### config.mk
export PLATFORM = sky130hd
export DESIGN_NAME = neck_seq_ctrl
export DESIGN_NICKNAME = d
export VERILOG_FILES = /design/src/rtl/neck_ctrl_pkg.sv /design/src/rtl/ctrl_timer.sv /design/src/rtl/neck_seq_ctrl.sv
export SDC_FILE = /design/constraint.sdc
export NUM_CORES = 1
export LEC_CHECK = 0
export ABC_CLOCK_PERIOD_IN_PS = 2400
export CAP_MARGIN = 0
export CORE_MARGIN = 5
export CORE_UTILIZATION = 45
export CTS_CLUSTER_SIZE = 10
export DETAILED_ROUTE_END_ITERATION = 10
export GPL_ROUTABILITY_DRIVEN = 0
export PLACE_DENSITY_LB_ADDON = 0.1
export SYNTH_ARGS = -nofsm -noshare
export SYNTH_HDL_FRONTEND = slang
export SYNTH_SLANG_ARGS = --single-unit
### constraint.sdc
create_clock -name clk -period 2.4 [get_ports clk]
set_input_delay 0.48 -clock clk [delete_from_list [all_inputs] [get_ports clk]]
set_output_delay 0.48 -clock clk [all_outputs]
set_load 0.01 [all_outputs]
### src/rtl/neck_ctrl_pkg.sv
// Shared state encodings and stage-ordering helpers for the neck-detection sequencer.
package neck_ctrl_pkg;

  typedef enum logic [2:0] {
    IDLE,
    START,
    W_ADC,
    W_FILT,
    W_DIF,
    W_JDG,
    FAULT
  } seq_state_e;

  typedef enum logic [1:0] {
    P_OFF,
    P_ON,
    P_CUT
  } pwr_state_e;

  function automatic logic is_wait(seq_state_e s);
    return (s == W_ADC) || (s == W_FILT) || (s == W_DIF) || (s == W_JDG);
  endfunction

  function automatic seq_state_e next_stage(seq_state_e s);
    case (s)
      W_ADC:   return W_FILT;
      W_FILT:  return W_DIF;
      W_DIF:   return W_JDG;
      default: return IDLE;
    endcase
  endfunction

endpackage

### src/rtl/ctrl_timer.sv
// Loadable down-counter that saturates at zero; expired is high while the count is zero.
module ctrl_timer #(
  parameter int W = 8
) (
  input  logic         clk,
  input  logic         rst_n,
  input  logic         load,
  input  logic [W-1:0] value,
  input  logic         en,
  output logic         expired
);

  logic [W-1:0] cnt_q;

  always_ff @(posedge clk or negedge rst_n) begin
    if (!rst_n) begin
      cnt_q <= '0;
    end else if (load) begin
      cnt_q <= value;
    end else if (en && (cnt_q != '0)) begin
      cnt_q <= cnt_q - W'(1);
    end
  end

  assign expired = (cnt_q == '0);

endmodule

### src/rtl/neck_seq_ctrl.sv
// Sample sequencer with per-stage watchdog and welder power interlock (cut, off-time, blanking).
module neck_seq_ctrl
  import neck_ctrl_pkg::*;
#(
  parameter int SAMPLE_PERIOD = 1000,
  parameter int STAGE_TIMEOUT = 255,
  parameter int OFF_TIME      = 50000,
  parameter int BLANK_SAMPLES = 16
) (
  input  logic        clk,
  input  logic        rst_n,
  input  logic        enable,
  input  logic        fault_clr,
  output logic        adc_start,
  input  logic        adc_done,
  input  logic        filter_done,
  input  logic        dif_done,
  input  logic        judge_valid,
  input  logic        neck_detect,
  output logic        power_switch,
  output logic        busy,
  output logic        fault,
  output logic        overrun,
  output logic [15:0] sample_cnt
);

  localparam int PW = $clog2(SAMPLE_PERIOD) + 1;
  localparam int TW = $clog2(STAGE_TIMEOUT) + 1;
  localparam int OW = $clog2(OFF_TIME) + 1;
  localparam int BW = $clog2(BLANK_SAMPLES) + 1;

  seq_state_e    seq_q;
  pwr_state_e    pwr_q;
  logic [PW-1:0] per_q;
  logic [BW-1:0] blank_q;
  logic [15:0]   cnt_q;
  logic          adc_start_q, busy_q, fault_q, overrun_q, power_q;
  logic          tick, stage_done, wd_load, wd_en, wd_expired;
  logic          kill, off_load, off_en, off_expired;

  assign tick = enable && (per_q == PW'(SAMPLE_PERIOD - 1));

  always_ff @(posedge clk or negedge rst_n) begin
    if (!rst_n) begin
      per_q <= '0;
    end else if (!enable || tick) begin
      per_q <= '0;
    end else begin
      per_q <= per_q + PW'(1);
    end
  end

  always_comb begin
    stage_done = 1'b0;
    case (seq_q)
      W_ADC:   stage_done = adc_done;
      W_FILT:  stage_done = filter_done;
      W_DIF:   stage_done = dif_done;
      W_JDG:   stage_done = judge_valid;
      default: stage_done = 1'b0;
    endcase
  end

  // Watchdog reloads on every entry into a wait state (from START or a completed stage).
  assign wd_load = (seq_q == START) || (stage_done && (seq_q != W_JDG));
  assign wd_en   = is_wait(seq_q);

  ctrl_timer #(.W(TW)) u_wd (
    .clk     (clk),
    .rst_n   (rst_n),
    .load    (wd_load),
    .value   (TW'(STAGE_TIMEOUT)),
    .en      (wd_en),
    .expired (wd_expired)
  );

  always_ff @(posedge clk or negedge rst_n) begin
    if (!rst_n) begin
      seq_q       <= IDLE;
      adc_start_q <= 1'b0;
      busy_q      <= 1'b0;
      fault_q     <= 1'b0;
      overrun_q   <= 1'b0;
      cnt_q       <= '0;
    end else begin
      adc_start_q <= 1'b0;
      if (fault_clr)      overrun_q <= 1'b0;
      if (tick && busy_q) overrun_q <= 1'b1;
      case (seq_q)
        IDLE: if (tick && !fault_q) begin
          seq_q       <= START;
          adc_start_q <= 1'b1;
          busy_q      <= 1'b1;
        end
        START: seq_q <= W_ADC;
        W_ADC, W_FILT, W_DIF, W_JDG: begin
          // A done pulse on the timeout cycle still advances the stage.
          if (stage_done) begin
            seq_q <= next_stage(seq_q);
            if (seq_q == W_JDG) begin
              busy_q <= 1'b0;
              cnt_q  <= cnt_q + 16'd1;
            end
          end else if (wd_expired) begin
            seq_q   <= FAULT;
            fault_q <= 1'b1;
            busy_q  <= 1'b0;
          end
        end
        FAULT: if (fault_clr) begin
          seq_q   <= IDLE;
          fault_q <= 1'b0;
        end
        default: seq_q <= IDLE;
      endcase
    end
  end

  assign kill     = fault_q || !enable;
  assign off_load = !kill && (pwr_q == P_ON) && judge_valid && neck_detect && (blank_q == '0);
  assign off_en   = (pwr_q == P_CUT);

  // Loaded with OFF_TIME-1 so expiry on the last low cycle yields exactly OFF_TIME low cycles.
  ctrl_timer #(.W(OW)) u_off (
    .clk     (clk),
    .rst_n   (rst_n),
    .load    (off_load),
    .value   (OW'(OFF_TIME - 1)),
    .en      (off_en),
    .expired (off_expired)
  );

  always_ff @(posedge clk or negedge rst_n) begin
    if (!rst_n) begin
      pwr_q   <= P_OFF;
      power_q <= 1'b0;
      blank_q <= '0;
    end else if (kill) begin
      pwr_q   <= P_OFF;
      power_q <= 1'b0;
    end else begin
      case (pwr_q)
        P_OFF: begin
          pwr_q   <= P_ON;
          power_q <= 1'b1;
          blank_q <= BW'(BLANK_SAMPLES);
        end
        P_ON: if (judge_valid) begin
          if (blank_q != '0) begin
            blank_q <= blank_q - BW'(1);
          end else if (neck_detect) begin
            pwr_q   <= P_CUT;
            power_q <= 1'b0;
          end
        end
        P_CUT: if (off_expired) begin
          pwr_q   <= P_ON;
          power_q <= 1'b1;
          blank_q <= BW'(BLANK_SAMPLES);
        end
        default: begin
          pwr_q   <= P_OFF;
          power_q <= 1'b0;
        end
      endcase
    end
  end

  assign adc_start    = adc_start_q;
  assign busy         = busy_q;
  assign fault        = fault_q;
  assign overrun      = overrun_q;
  assign power_switch = power_q;
  assign sample_cnt   = cnt_q;

endmodule
# Word-level counts from Yosys, hierarchy flattened
# Index checks and enable logic that the tools add are counted.
[word_totals]
regBits = 68
elab_cells = 121
[classes]
add_sub_neg = 5
eq_ne = 23
n_mux = 40
bitwise_logic = 1
reduce_logical = 40
[ops]
columns = ["operator", "n"]
rows = [
  ["$mux 17", 2],
  ["$mux 9", 2],
  ["$ne 3x3->1 const B", 6],
  ["$logic_not 17->1", 1],
  ["$reduce_bool 17->1", 1],
  ["$sub 17x1->17 const B", 1],
  ["$add 16x1->16 const B", 1],
  ["$mux 1", 15],
  ["$mux 5", 3],
  ["$pmux 5 s3", 1],
  ["$mux 3", 4],
  ["$pmux 3 s4", 1],
  ["$reduce_and 4->1", 3],
  ["$add 11x1->11 const B", 1],
  ["$eq 11x10->1 const B", 1],
  ["$mux 11", 1],
  ["$logic_and 1x1->1", 10],
  ["$mux 2", 5],
  ["$ne 2x2->1 const B", 5],
  ["$reduce_bool 2->1", 5],
  ["$eq 3x3->1 const B", 3],
  ["$logic_not 9->1", 1],
  ["$pmux 3 s3", 1],
  ["$reduce_bool 9->1", 1],
  ["other kinds (23)", 34],
]

# Longest topological paths before layout
[depth]
depth_word = 8
ltp_mapped = 8
mapped_depth_nobuf = 7

# Modules after synthesis
# Synthesis repeated with hierarchy kept, for this count alone.
[hier_totals]
cells_unflattened = 432
hier_area_um2 = 4022.6
[by_module_without_submodules]
columns = ["mod", "n_inst", "cells_per_inst", "area_each_um2", "seq_area_each_um2"]
rows = [
  ["neck_seq_ctrl", 1, 223, 2265.9, 1051.0],
  ["ctrl_timer at u_off", 1, 134, 1132.3, 425.4],
  ["ctrl_timer at u_wd", 1, 75, 624.3, 225.2],
]

# Worst setup path after synthesis
# No wires, ideal clock.
[synth_path]
kind = "reg2reg"
start = "register u_wd.cnt_q[0]"
end = "register u_wd.cnt_q[4]"
t_arrival_ns = 1.822
slack_ns = 0.455
path_stages_with_launch = 8
cell_sequence = "dfrtp_1 > inv_1 > ha_1 > or4b_4 > o31ai_4 > or4_1 > xor2_1 > nand2_1"
[synth_between]
elab_chain_len = 3
elab_cells_between_ends = 6
cone_classes = "add/sub: 1; mux: 2; reduce/logical: 3"
[synth_rtl]
columns = ["element", "line_no", "text"]
rows = [
  ["start, declared", "ctrl_timer.sv:13", "logic [W-1:0] cnt_q;"],
  ["start signal, assigned", "ctrl_timer.sv:19", "cnt_q <= value;"],
  ["start signal, assigned", "ctrl_timer.sv:21", "cnt_q <= cnt_q - W'(1);"],
  ["$sub 9x1->9 / $reduce_bool 9->1 (equally long branches)", "ctrl_timer.sv:21, ctrl_timer.sv:20", ""],
  ["$mux 9 / $logic_and 1x1->1 (equally long branches)", "ctrl_timer.sv:20", "end else if (en && (cnt_q != '0)) begin"],
  ["$mux 9 / $reduce_bool 2->1 (equally long branches)", "--", ""],
]
# Several ways; a longest one is shown, not always the timed one. The select of a mux whose other input is x is not followed.
# A chain may end at the register's enable or synchronous reset.

# Worst setup path after layout
[layout_path]
start = "register blank_q[0]"
end = "register blank_q[1]"
[layout_between]
elab_chain_len = 4
elab_cells_between_ends = 7
cone_classes = "add/sub: 1; eq/ne: 1; mux: 3; reduce/logical: 2"
[layout_rtl]
columns = ["element", "line_no", "text"]
rows = [
  ["start, declared", "neck_seq_ctrl.sv:35", "logic [BW-1:0] blank_q;"],
  ["start signal, assigned", "neck_seq_ctrl.sv:146", "blank_q <= BW'(BLANK_SAMPLES);"],
  ["start signal, assigned", "neck_seq_ctrl.sv:150", "blank_q <= blank_q - BW'(1);"],
  ["start signal, assigned", "neck_seq_ctrl.sv:159", "blank_q <= BW'(BLANK_SAMPLES);"],
  ["$sub 5x1->5", "neck_seq_ctrl.sv:150", ""],
  ["$mux 5", "neck_seq_ctrl.sv:149", "if (blank_q != '0) begin"],
  ["$mux 5", "neck_seq_ctrl.sv:148", "P_ON: if (judge_valid) begin"],
  ["$pmux 5 s3", "neck_seq_ctrl.sv:142", "case (pwr_q)"],
]
# Several ways; a longest one is shown, not always the timed one. The select of a mux whose other input is x is not followed.

==> flow_metrics.py <==
metrics = {
    "status": {
        "status": "finished, final reports clean",
    },
    "worst_setup_path": {
        "r2r_start": "blank_q[0]",
        "cp_num_buf_inv": 1,
        "crit_chain": "inv_1 -> ha_1 -> nor4b_1 -> or3b_2 -> a21oi_1 -> nand2_1 -> a22o_1",
        "crit_type": "reg2reg",
        "cp_max_fo": 4,
        "cpLargestDelayFamily": "simple AND/OR/NAND/NOR gates",
        "critPathSlowestCell": "or3b_2",
        "start_kind": "register",
        "critPathArrivalTime_ns": 2.33,
        "crit_start": "blank_q[0]",
        "cpPeakStageDelay_ns": 0.48,
        "worstSetupEndpointType": "register",
        "r2r_slack_ns": 0.28,
        "cp.required_ns": 2.62,
    },
    "layout": {
        "antennaDiodeCount": 0,
        "layout_common_cells": "dfrtp_1 (68), nand2_1 (44), nor2_1 (39)",
        "syn2layout_area_growth_pct": 19.9,
        "fin_area_um2": 4140,
        "layout_commonest_cell": "dfrtp_1",
        "drive_gt1_frac": 0.0844,
        "multi_input_area_um2": 1680,
        "seqCellArea_um2": 1700,
        "nets": 415,
        "n_fill_cell": 686,
    },
    "cts": {
        "clock_sinks": 68,
        "cts-resized-gates": 0,
        "clock-root-buffer": "clkbuf_8",
        "post_cts_buffers": 0,
        "cts_tree": "done",
        "path_clk_slew_ns": 0.07,
        "clkLatencyLatePin_ns": 0.33,
        "tritoncts.num_buffers": 9,
        "hold_buffers": 0,
        "clockBufferDepth": 2,
        "cts_max_level": 3,
    },
    "pwr": {
        "power_mw": 3.65,
        "clock_power_share": 0.263,
        "p_int_mw": 2.45,
        "ir_drop_mv": 0.471,
        "switching_share": 0.330,
        "seq_power_share": 0.446,
        "p_leak_nw": 1.78,
        "power_density_nw_per_um2": 881,
        "p_switching_mw": 1.21,
        "power_frac_comb": 0.290,
    },
    "timing": {
        "tightest_slew_ns": 0.433,
        "slew_headroom": 0.711,
        "drv_slew": 0,
        "finClkSkew_ns": 0.00801,
        "finalCritPeriodShare": 0.882,
        "fin_setup_tns_ns": 0,
        "finalWorstSetupSlack_ns": 0.283,
        "hold_viol": 0,
        "fmax_mhz": 472,
        "rsz0062_at_grt": "no",
        "setup_violations": 0,
        "post-route-min-period_ns": 2.12,
    },
    "logic_synthesis": {
        "synth_area_um2": 3460,
        "avgSynthCellArea_um2": 9.77,
        "yosys-top-cells-area": "dfrtp_1 (49%), xor2_1 (4.8%), nand2_1 (4.8%), xnor2_1 (4.6%), nor2_1 (4.2%)",
        "synth_cells": 354,
        "synthDistinctLibCells": 53,
        "async_flop_share": 1.00,
        "ys_ff_latch": 68,
        "synth_edf_count": 0,
        "syn_nets": 370,
        "ys_warn_count": 0,
        "synth_top_area_frac": 0.492,
        "synthFlopType": "dfrtp_1",
        "netlist.top_cell.by_area": "dfrtp_1",
        "ys_seq_area_frac": 0.492,
    },
    "route": {
        "drc_errors": 0,
        "via_per_inst": 5.25,
        "dr_total_vias": 2652,
        "ant_nets": 0,
        "wl_per_cell_um": 13.8,
        "routed_wl_um": 6990,
        "dr.first_iter.drc_count": 92,
        "drt_pass1_iterations": 4,
    },
    "placed_design": {
        "port_buffers": 29,
        "dpl_cell_area_um2": 3940,
        "dp_slack_ns": 0.0784,
        "dp_hpwl_um": 4980,
    },
    "global_route": {
        "grt_max_degree": 69,
        "grt_pass1_wl_um": 12300,
        "grt_overflow_total": 0,
        "grtUsageTotal": 0.157,
        "antenna_found_initial": 0,
        "grt_pass1_vias": 2620,
    },
    "floorplanning": {
        "die_x_um": 97.7,
        "die_h_um": 97.7,
        "io_pins": 30,
        "core_region_area_um2": 7610,
        "fp-row-count": 32,
        "dieArea_um2": 9540,
        "start_util": 0.454,
    },
    "hold_path": {
        "holdCritPathClass": "in2async",
    },
    "run": {
        "cap_violations": 0,
    },
}
-- worst reg2reg max path, delay by kind of cell, from the launching register on --
| family | cells | cell delay [ns] |
|---|---|---|
| adders and majority gates | 1 | 0.21 |
| AOI/OAI and AO/OA | 2 | 0.53 |
| and+or+nand+nor | 3 | 0.78 |
| buffers and inverters | 1 | 0.09 |
| DFF | 1 | 0.39 |
-- final cells by class --
class,instances,share of cell area
tap,102,0.0308
timing repair buffer,40,0.0918
sequential,68,0.411
clock buffer,14,0.0417
clock inverter,1,0.00725
inverter,15,0.0136
multi-input combinational,265,0.404
-- state kept, by name (all words and copies together), names as in the netlist --
name	count
adc_start	1
blank_q	5
busy	1
fault	1
overrun	1
per_q	11
power_switch	1
pwr_q	2
sample_cnt	16
seq_q	3
u_off.cnt_q	17
u_wd.cnt_q	9
-- final timing paths --
check,to,depth (start not counted)
min in group clk,sample_cnt[15],1
hold reg to reg,sample_cnt[15],1
setup reg to reg,blank_q[1],7
hold / removal,u_off.cnt_q[6],2
setup / recovery,blank_q[1],7
max in group asynchronous,sample_cnt[0],2
-- metrics by stage --
step / instances / utilization / hold WS [ns]
3_3_place_gp: 490 / 0.518 / 0.456
4_1_cts: 505 / 0.545 / 0.172
6_report: 505 / 0.545 / 0.160
2_1_floorplan: 354 / - / 0.184
5_1_grt: 505 / 0.545 / 0.177
3_5_place_dp: 490 / 0.518 / 0.469
-- power by group through the flow --
stage               clock network, mW  logic [mW]  registers [mW]
floorplan                           0       0.769            1.58
global placement                    0        1.05            1.65
detailed placement                  0        1.07            1.64
CTS                             0.994        1.07            1.63
global route                     1.05        1.21            1.67
finish                          0.961        1.06            1.63
-- synthesized netlist by cell type (all sizes together), types with 4 or more instances --
cell type and number:
inv 15, nor2 39, and3 9, dfrtp 68, nor3 14, nand4 7
xor2 19, a21oi 12, nor2b 6, or3 8, o21ai 8, nand3 17
ha 7, nand2 44, xnor2 18, mux2i 4, o211ai 4, clkbuf 5
-- cell families (layout without fill, tap and decap cells) --
group,Yosys count,in the layout,share of synthesized area
AOI/OAI and AO/OA,48,48,0.102
xor gates and xnor gates,37,37,0.0937
adders and majority gates,7,7,0.0253
buffers and inverters,21,70,0.0232
DFF,68,68,0.492
muxes,6,6,0.0181
and+or+nand+nor,167,167,0.245
-- metal layers --
layer / global-route usage / share of wire
met1: 0.208 / 0.48
met2: 0.250 / 0.48
met3: 0.0316 / 0.030
met4: 0.0682 / 0.014
met5: 0 / 0
Power figures use the tool's default switching activity.
